<file path="config.mk">
export PLATFORM = sky130hd
export DESIGN_NAME = pdm_demod
export DESIGN_NICKNAME = d
export VERILOG_FILES = /design/src/rtl/pdm_demod.sv
export SDC_FILE = /design/constraint.sdc
export NUM_CORES = 1
export LEC_CHECK = 0
export BUFFER_PORTS_ARGS = -buffer_cell sky130_fd_sc_hd__buf_4
export CAP_MARGIN = 20
export CORE_MARGIN = 4
export CORE_UTILIZATION = 57
export CTS_BUF_LIST = sky130_fd_sc_hd__clkbuf_16
export DETAILED_ROUTE_END_ITERATION = 8
export PLACE_DENSITY = 0.88
export SLEW_MARGIN = 20
export SYNTH_ARGS = -nofsm -noshare
export SYNTH_HDL_FRONTEND = slang
export SYNTH_SLANG_ARGS = --single-unit
</file>
<file path="constraint.sdc">
create_clock -name clk -period 2 [get_ports clk]
set_input_delay 0.3 -clock clk [delete_from_list [all_inputs] [get_ports clk]]
set_output_delay 0.3 -clock clk [all_outputs]
set_load 0.02 [all_outputs]
</file>
<file path="src/rtl/pdm_demod.sv">
// pdm_demod: recovers the programmed level from a 1-bit pulse-density stream.
//
// A 2-flop synchroniser brings pdm_in into the clk domain.  A non-overlapping
// boxcar integrator then counts ones over a frame of 2^WINDOW_LOG2 enabled
// cycles.  At each frame end the count is scaled to OUT_W bits, saturated, and
// presented with a one-cycle valid strobe.
//
// Ports:
//   clk          - single clock, rising edge
//   reset_n      - asynchronous active-low reset
//   enable       - when low, frame phase, count and outputs hold (sync keeps running)
//   frame_sync   - synchronous frame restart, discards the partial count
//   pdm_in       - PDM bit stream, may be asynchronous to clk
//   sample_out   - value of the last completed frame, held between frames
//   sample_valid - one-cycle pulse when sample_out updates
//   changed      - one-cycle pulse with sample_valid when the new value differs

module pdm_demod #(
    parameter int unsigned WINDOW_LOG2 = 6,
    parameter int unsigned OUT_W       = 5
) (
    input  logic             clk,
    input  logic             reset_n,
    input  logic             enable,
    input  logic             frame_sync,
    input  logic             pdm_in,
    output logic [OUT_W-1:0] sample_out,
    output logic             sample_valid,
    output logic             changed
);

    localparam int unsigned Shift = WINDOW_LOG2 - OUT_W;

    logic                   s1_q, s2_q;
    logic [WINDOW_LOG2-1:0] phase_q, phase_d;
    logic [WINDOW_LOG2:0]   ones_q, ones_d;
    logic [OUT_W-1:0]       sample_q, sample_d;
    logic                   valid_q, valid_d;
    logic                   changed_q, changed_d;

    logic [WINDOW_LOG2:0]   total;
    logic [WINDOW_LOG2:0]   scaled;
    logic [OUT_W-1:0]       sat_val;
    logic                   frame_end;

    assign total     = ones_q + {{WINDOW_LOG2{1'b0}}, s2_q};
    assign scaled    = total >> Shift;
    assign frame_end = (phase_q == {WINDOW_LOG2{1'b1}});

    // total never exceeds 2^WINDOW_LOG2, so after scaling only bit OUT_W can be
    // set above the output range, and only for an all-ones frame.
    assign sat_val = scaled[OUT_W] ? {OUT_W{1'b1}} : scaled[OUT_W-1:0];

    // Upper bits of scaled are zero by construction.
    logic unused_scaled;
    assign unused_scaled = ^scaled;

    always_comb begin
        phase_d   = phase_q;
        ones_d    = ones_q;
        sample_d  = sample_q;
        valid_d   = 1'b0;
        changed_d = 1'b0;
        if (frame_sync) begin
            // Restart wins over a coincident frame end; no sample is emitted.
            phase_d = '0;
            ones_d  = '0;
        end else if (enable) begin
            if (frame_end) begin
                sample_d  = sat_val;
                valid_d   = 1'b1;
                changed_d = (sat_val != sample_q);
                ones_d    = '0;
                phase_d   = '0;
            end else begin
                ones_d  = total;
                phase_d = phase_q + WINDOW_LOG2'(1);
            end
        end
    end

    always_ff @(posedge clk or negedge reset_n) begin
        if (!reset_n) begin
            s1_q      <= 1'b0;
            s2_q      <= 1'b0;
            phase_q   <= '0;
            ones_q    <= '0;
            sample_q  <= '0;
            valid_q   <= 1'b0;
            changed_q <= 1'b0;
        end else begin
            s1_q      <= pdm_in;
            s2_q      <= s1_q;
            phase_q   <= phase_d;
            ones_q    <= ones_d;
            sample_q  <= sample_d;
            valid_q   <= valid_d;
            changed_q <= changed_d;
        end
    end

    assign sample_out   = sample_q;
    assign sample_valid = valid_q;
    assign changed      = changed_q;

endmodule

</file>
---- After elaboration in Yosys (flattened, before gate mapping) ----
Index checks and enable logic that the tools add are counted.
operators by class
  $add $sub $neg .......................... 2
  equality and inequality tests ........... 2
  multiplexer cells ....................... 13
  bitwise logic cells ..................... 1
  reductions and logical operators ........ 2
operators by type and width
  kind                   count
  $mux W7                3
  $mux W6                3
  $add A7 B1 Y7          1
  $add A6 B1 Y6 const B  1
  $eq A6 B6 Y1 const B   1
  $mux W1                6
  $mux W5                1
  $ne A5 B5 Y1           1
  $reduce_and A3 Y1      1
  $reduce_bool A2 Y1     1
  $not A1 Y1             1
storage, ports and cells
  register bits after elaboration ......... 22
  output and inout bits ................... 7

---- Depth between registers and ports, before layout ----
  depth after elaboration ................. 6
  depth in mapped cells ................... 9
  gate-level depth less buffers ........... 8

---- Least setup slack after synthesis ----
Ideal clock, no wire load.
  path type ............................... register to register
  from .................................... register ones_q[0]
  to ...................................... register changed_q, in the netlist changed
  library setup time ...................... 0.131 ns
  arrival time ............................ 1.714 ns
  data required time ...................... 1.869 ns
  slack ................................... 0.154 ns
  stages on the path, launching flop included .. 10
  path through ............................ dfrtp_1 > ha_1 > ha_1 > buf_2 > and3_2 > nor3_1 > a31oi_1 > xor2_1 > nor3_1 > o32ai_1
between the ends
  cells in the longest elaborated chain, start to end .. 6
RTL lines
  what                    line  RTL
  from (decl)             36    logic [WINDOW_LOG2:0] ones_q, ones_d;
  from (signal assigned)  95    ones_q <= ones_d;
  $add A7 B1 Y7           46    assign total = ones_q + {{WINDOW_LOG2{1'b0}}, s2_q};
  $mux W5                 52    assign sat_val = scaled[OUT_W] ? {OUT_W{1'b1}} : scaled[OUT_W-1:0];
  $ne A5 B5 Y1            72    changed_d = (sat_val != sample_q);
  $mux W1                 69    if (frame_end) begin
  $mux W1                 68    end else if (enable) begin
  $mux W1                 64    if (frame_sync) begin
  via changed_d           39    logic changed_q, changed_d;
  to (signal assigned)    98    changed_q <= changed_d;
  to (decl)               39
The timed path passes the listed nets, and every way through them passes these cells.
A chain may end at the register's enable or synchronous reset.

---- Final worst setup path ----
  from .................................... register s2_q
  to ...................................... register changed_q, in the netlist changed
between the ends
  cells in the longest elaborated chain, start to end .. 6
RTL lines
  what                    line  RTL
  from (decl)             34    logic s1_q, s2_q;
  from (signal assigned)  93    s2_q <= s1_q;
  $add A7 B1 Y7           46
  $mux W5                 52
  $ne A5 B5 Y1            72
  $mux W1                 69
  $mux W1                 68
  $mux W1                 64
  via changed_d           39
The timed path passes the listed nets, and every way through them passes these cells.

==> results.sh <==
export IMPL_antenna_found_initial=0
export IMPL_netlist_instances=114
export IMPL_start_util_pct=60.6
export IMPL_cts_tree="done"
export IMPL_pwr_share_comb_pct=5.5
export IMPL_ys_ff_latch=22
export IMPL_drive_above_1_share_pct=26.2
export IMPL_synth_largest_area_cell="dfrtp_1"
export IMPL_grt_pass1_wl_um=3690
export IMPL_syn2layout_area_growth_pct=16.8
export IMPL_drv_slew=0
export IMPL_cp_end_kind="register"
export IMPL_path_max_fanout=6
export IMPL_yosysMostFrequentCell="dfrtp_1"
export IMPL_syn_avg_cell_area_um2=10.4
export IMPL_p_seq_share_pct=49.4
export IMPL_yosysUniqueCellTypes=36
export IMPL_ctsLongestPathBuffers=2
export IMPL_intPower_uw=741
export IMPL_clkPwrFrac_pct=45.1
export IMPL_num_rows=16
export IMPL_power_leakage_uw=0.000639
export IMPL_finalSetupViolCount=0
export IMPL_fp_dieH_um=53.7
export IMPL_io_pins=12
export IMPL_dr_pass1_iters=4
export IMPL_critPathKind="reg -> reg"
export IMPL_fmax_ghz=0.531
export IMPL_io_buffer_count=11
export IMPL_async_reset_ff_share_pct=100
export IMPL_total_power_uw=930
export IMPL_p_sw_share_pct=20.3
export IMPL_drc=0
export IMPL_grt_overflow=0
export IMPL_die_w_um=53.7
export IMPL_synthTopCellsByCount="dfrtp_1, nand2_1, nor2_1"
export IMPL_routed_wl_um=2290
export IMPL_cp_required_ns=2.13
export IMPL_place_congestion=0.840
export IMPL_synth_warnings=0
export IMPL_via_per_inst=5.88
export IMPL_synth_top_area_share_pct=46.3
export IMPL_slew_limit_headroom_pct=56.1
export IMPL_startpoint_type="register"
export IMPL_core_um2=1960
export IMPL_final_area_um2=1390
export IMPL_grt_pass1_vias=846
export IMPL_synthFlopType="dfrtp_1"
export IMPL_hold_viol=0
export IMPL_min_path_type="in -> reg"
export IMPL_clk_pin_slew_ns=0.06
export IMPL_reg2reg_depth=8
export IMPL_cts_sinks=22
export IMPL_fin_skew_ns=0.00248
export IMPL_syn_area_um2=1190
export IMPL_power_density_nw_per_um2=669
export IMPL_placement_cell_area_um2=1270
export IMPL_clk_latency_ns=0.25
export IMPL_yosys_top_cells_area="dfrtp_1, xor2_1, o21ai_0"
export IMPL_cts_root_buf="clkbuf_16"
export IMPL_critPathArrivalTime_ns=2.01
export IMPL_whs_ns=0.150
export IMPL_dp_final_hpwl_um=1590
export IMPL_wire_per_inst_um=14.9
export IMPL_antenna_left=0
export IMPL_antennaDiodeCount=0
export IMPL_syn_nets=122
export IMPL_grt_use_total_pct=18.3
export IMPL_ys_seq_area_share_pct=46.3
export IMPL_fin_crit_sh_pct=94.2
export IMPL_htreeDepth=1
export IMPL_nNetsFinal=135
export IMPL_synth_edf_count=0
export IMPL_vias=899
export IMPL_min_path_cells=1
export IMPL_rsz0062_at_grt="false"
export IMPL_setup_tns_ns=0
export IMPL_drt_iter0_drc=17
export IMPL_cts_buffers=3
export IMPL_die_area_um2=2880
export IMPL_irDropWorstVdd_mv=0.513
export IMPL_tightest_slew_ns=0.656
export IMPL_status="complete, no violations"
export IMPL_cap_violations=0
export IMPL_fin_crit_ns=1.88
export IMPL_power_switching_uw=189
export IMPL_grt_max_degree=23
==> routing by layer <==
layer,part of all wire (%),GRT usage (%),wire length (µm),vias up
li1,-,-,-,433
met5,0,0,0,-
met1,45,22.1,1020,440
met3,3.7,4.43,84,7
met4,2.8,12.8,63,0
met2,49,28.6,1120,19
==> critical path: stages (launching register included) <==
cell	delay, ns
dfrtp_1	0.37
ha_1	0.25
ha_4	0.20
and3_2	0.24
nor3_2	0.12
a31oi_1	0.09
xor2_1	0.17
nor3_1	0.21
o32ai_1	0.12
==> stage by stage <==
stage                     utilization [%]  setup WS, ns  instances
after detailed placement             64.7      -0.00425        148
after global placement               64.7         0.110        148
final                                70.8         0.115        153
after CTS                            69.3        0.0364        153
after global routing                 70.8       0.00860        153
after floorplan                         -         0.154        114
==> power by group through the flow <==
stage                     Clock (µW)  Combinational, µW  Sequential, µW
after floorplan                    0               25.2             465
after global placement             0               46.5             466
after detailed placement           0               48.3             467
after CTS                        429               50.4             459
after global routing             447               58.7             460
final                            419               51.4             459
==> path summary, 6_finish.rpt <==
kind	start	end	slack, ns
max	s2_q$_DFF_PN0_	changed$_DFF_PN0_	0.12
min	pdm_in	s1_q$_DFF_PN0_	0.15
max reg2reg	s2_q$_DFF_PN0_	changed$_DFF_PN0_	0.12
min reg2reg	s1_q$_DFF_PN0_	s2_q$_DFF_PN0_	0.35
max in group asynchronous	reset_n	ones_q[1]$_DFFE_PN0P_	1.31
min in group asynchronous	reset_n	ones_q[5]$_DFFE_PN0P_	0.47
==> sequential cells by signal, indices dropped and copies added, names as in the netlist <==
signal / flops
s2_q: 1
sample_valid: 1
s1_q: 1
ones_q: 7
phase_q: 6
sample_out: 5
changed: 1
==> cell usage in the layout, fill, tap and decap left out, types with 2 or more instances in the layout <==
cell type  Yosys  final
dfrtp_1       22     22
xor2_1         7      7
a22o_1         4      4
xnor2_1        3      3
nor3_2         2      3
o31ai_1        4      4
ha_1           3      2
clkbuf_16      0      3
nand4_1        2      2
nand2_1       11     11
o21ai_0        9      9
and3_1         2      2
mux2_2         4      4
nor3_1         3      2
nand3_1        5      5
buf_4          1     12
nor2_1        10      9
a31oi_1        2      2
==> cells by family (layout without fill, tap and decap cells) <==
family	after synthesis	in the layout	synth area share (%)
AND/OR/NAND/NOR	43	43	19.1
XOR/XNOR	12	12	10.1
flip-flops	22	22	46.3
AO/OA/AOI/OAI	24	24	13.6
adder cells (fa/ha/maj)	3	3	3.16
multiplexers	4	4	3.79
buffers and inverters	6	18	4.00
==> area by class of cell <==
| cell class | count | area, µm² |
|---|---|---|
| Inverter | 1 | 3.75 |
| Clock inverter | 1 | 3.75 |
| Clock buffer | 3 | 75.1 |
| Timing Repair Buffer | 13 | 100 |
| Fill cell | 156 | 573 |
| Sequential cell | 22 | 551 |
| Multi-Input combinational cell | 86 | 622 |
| Tap cell | 27 | 33.8 |
==> repair_timing <==
action | in CTS | in global routing
hold endpoints to repair | 22 | 0
setup buffers | 0 | 0
endpoints found under the setup margin | 1 | 1
hold buffers | 1 | 0
resized for setup | 1 | 5
Power figures use the tool's default switching activity.
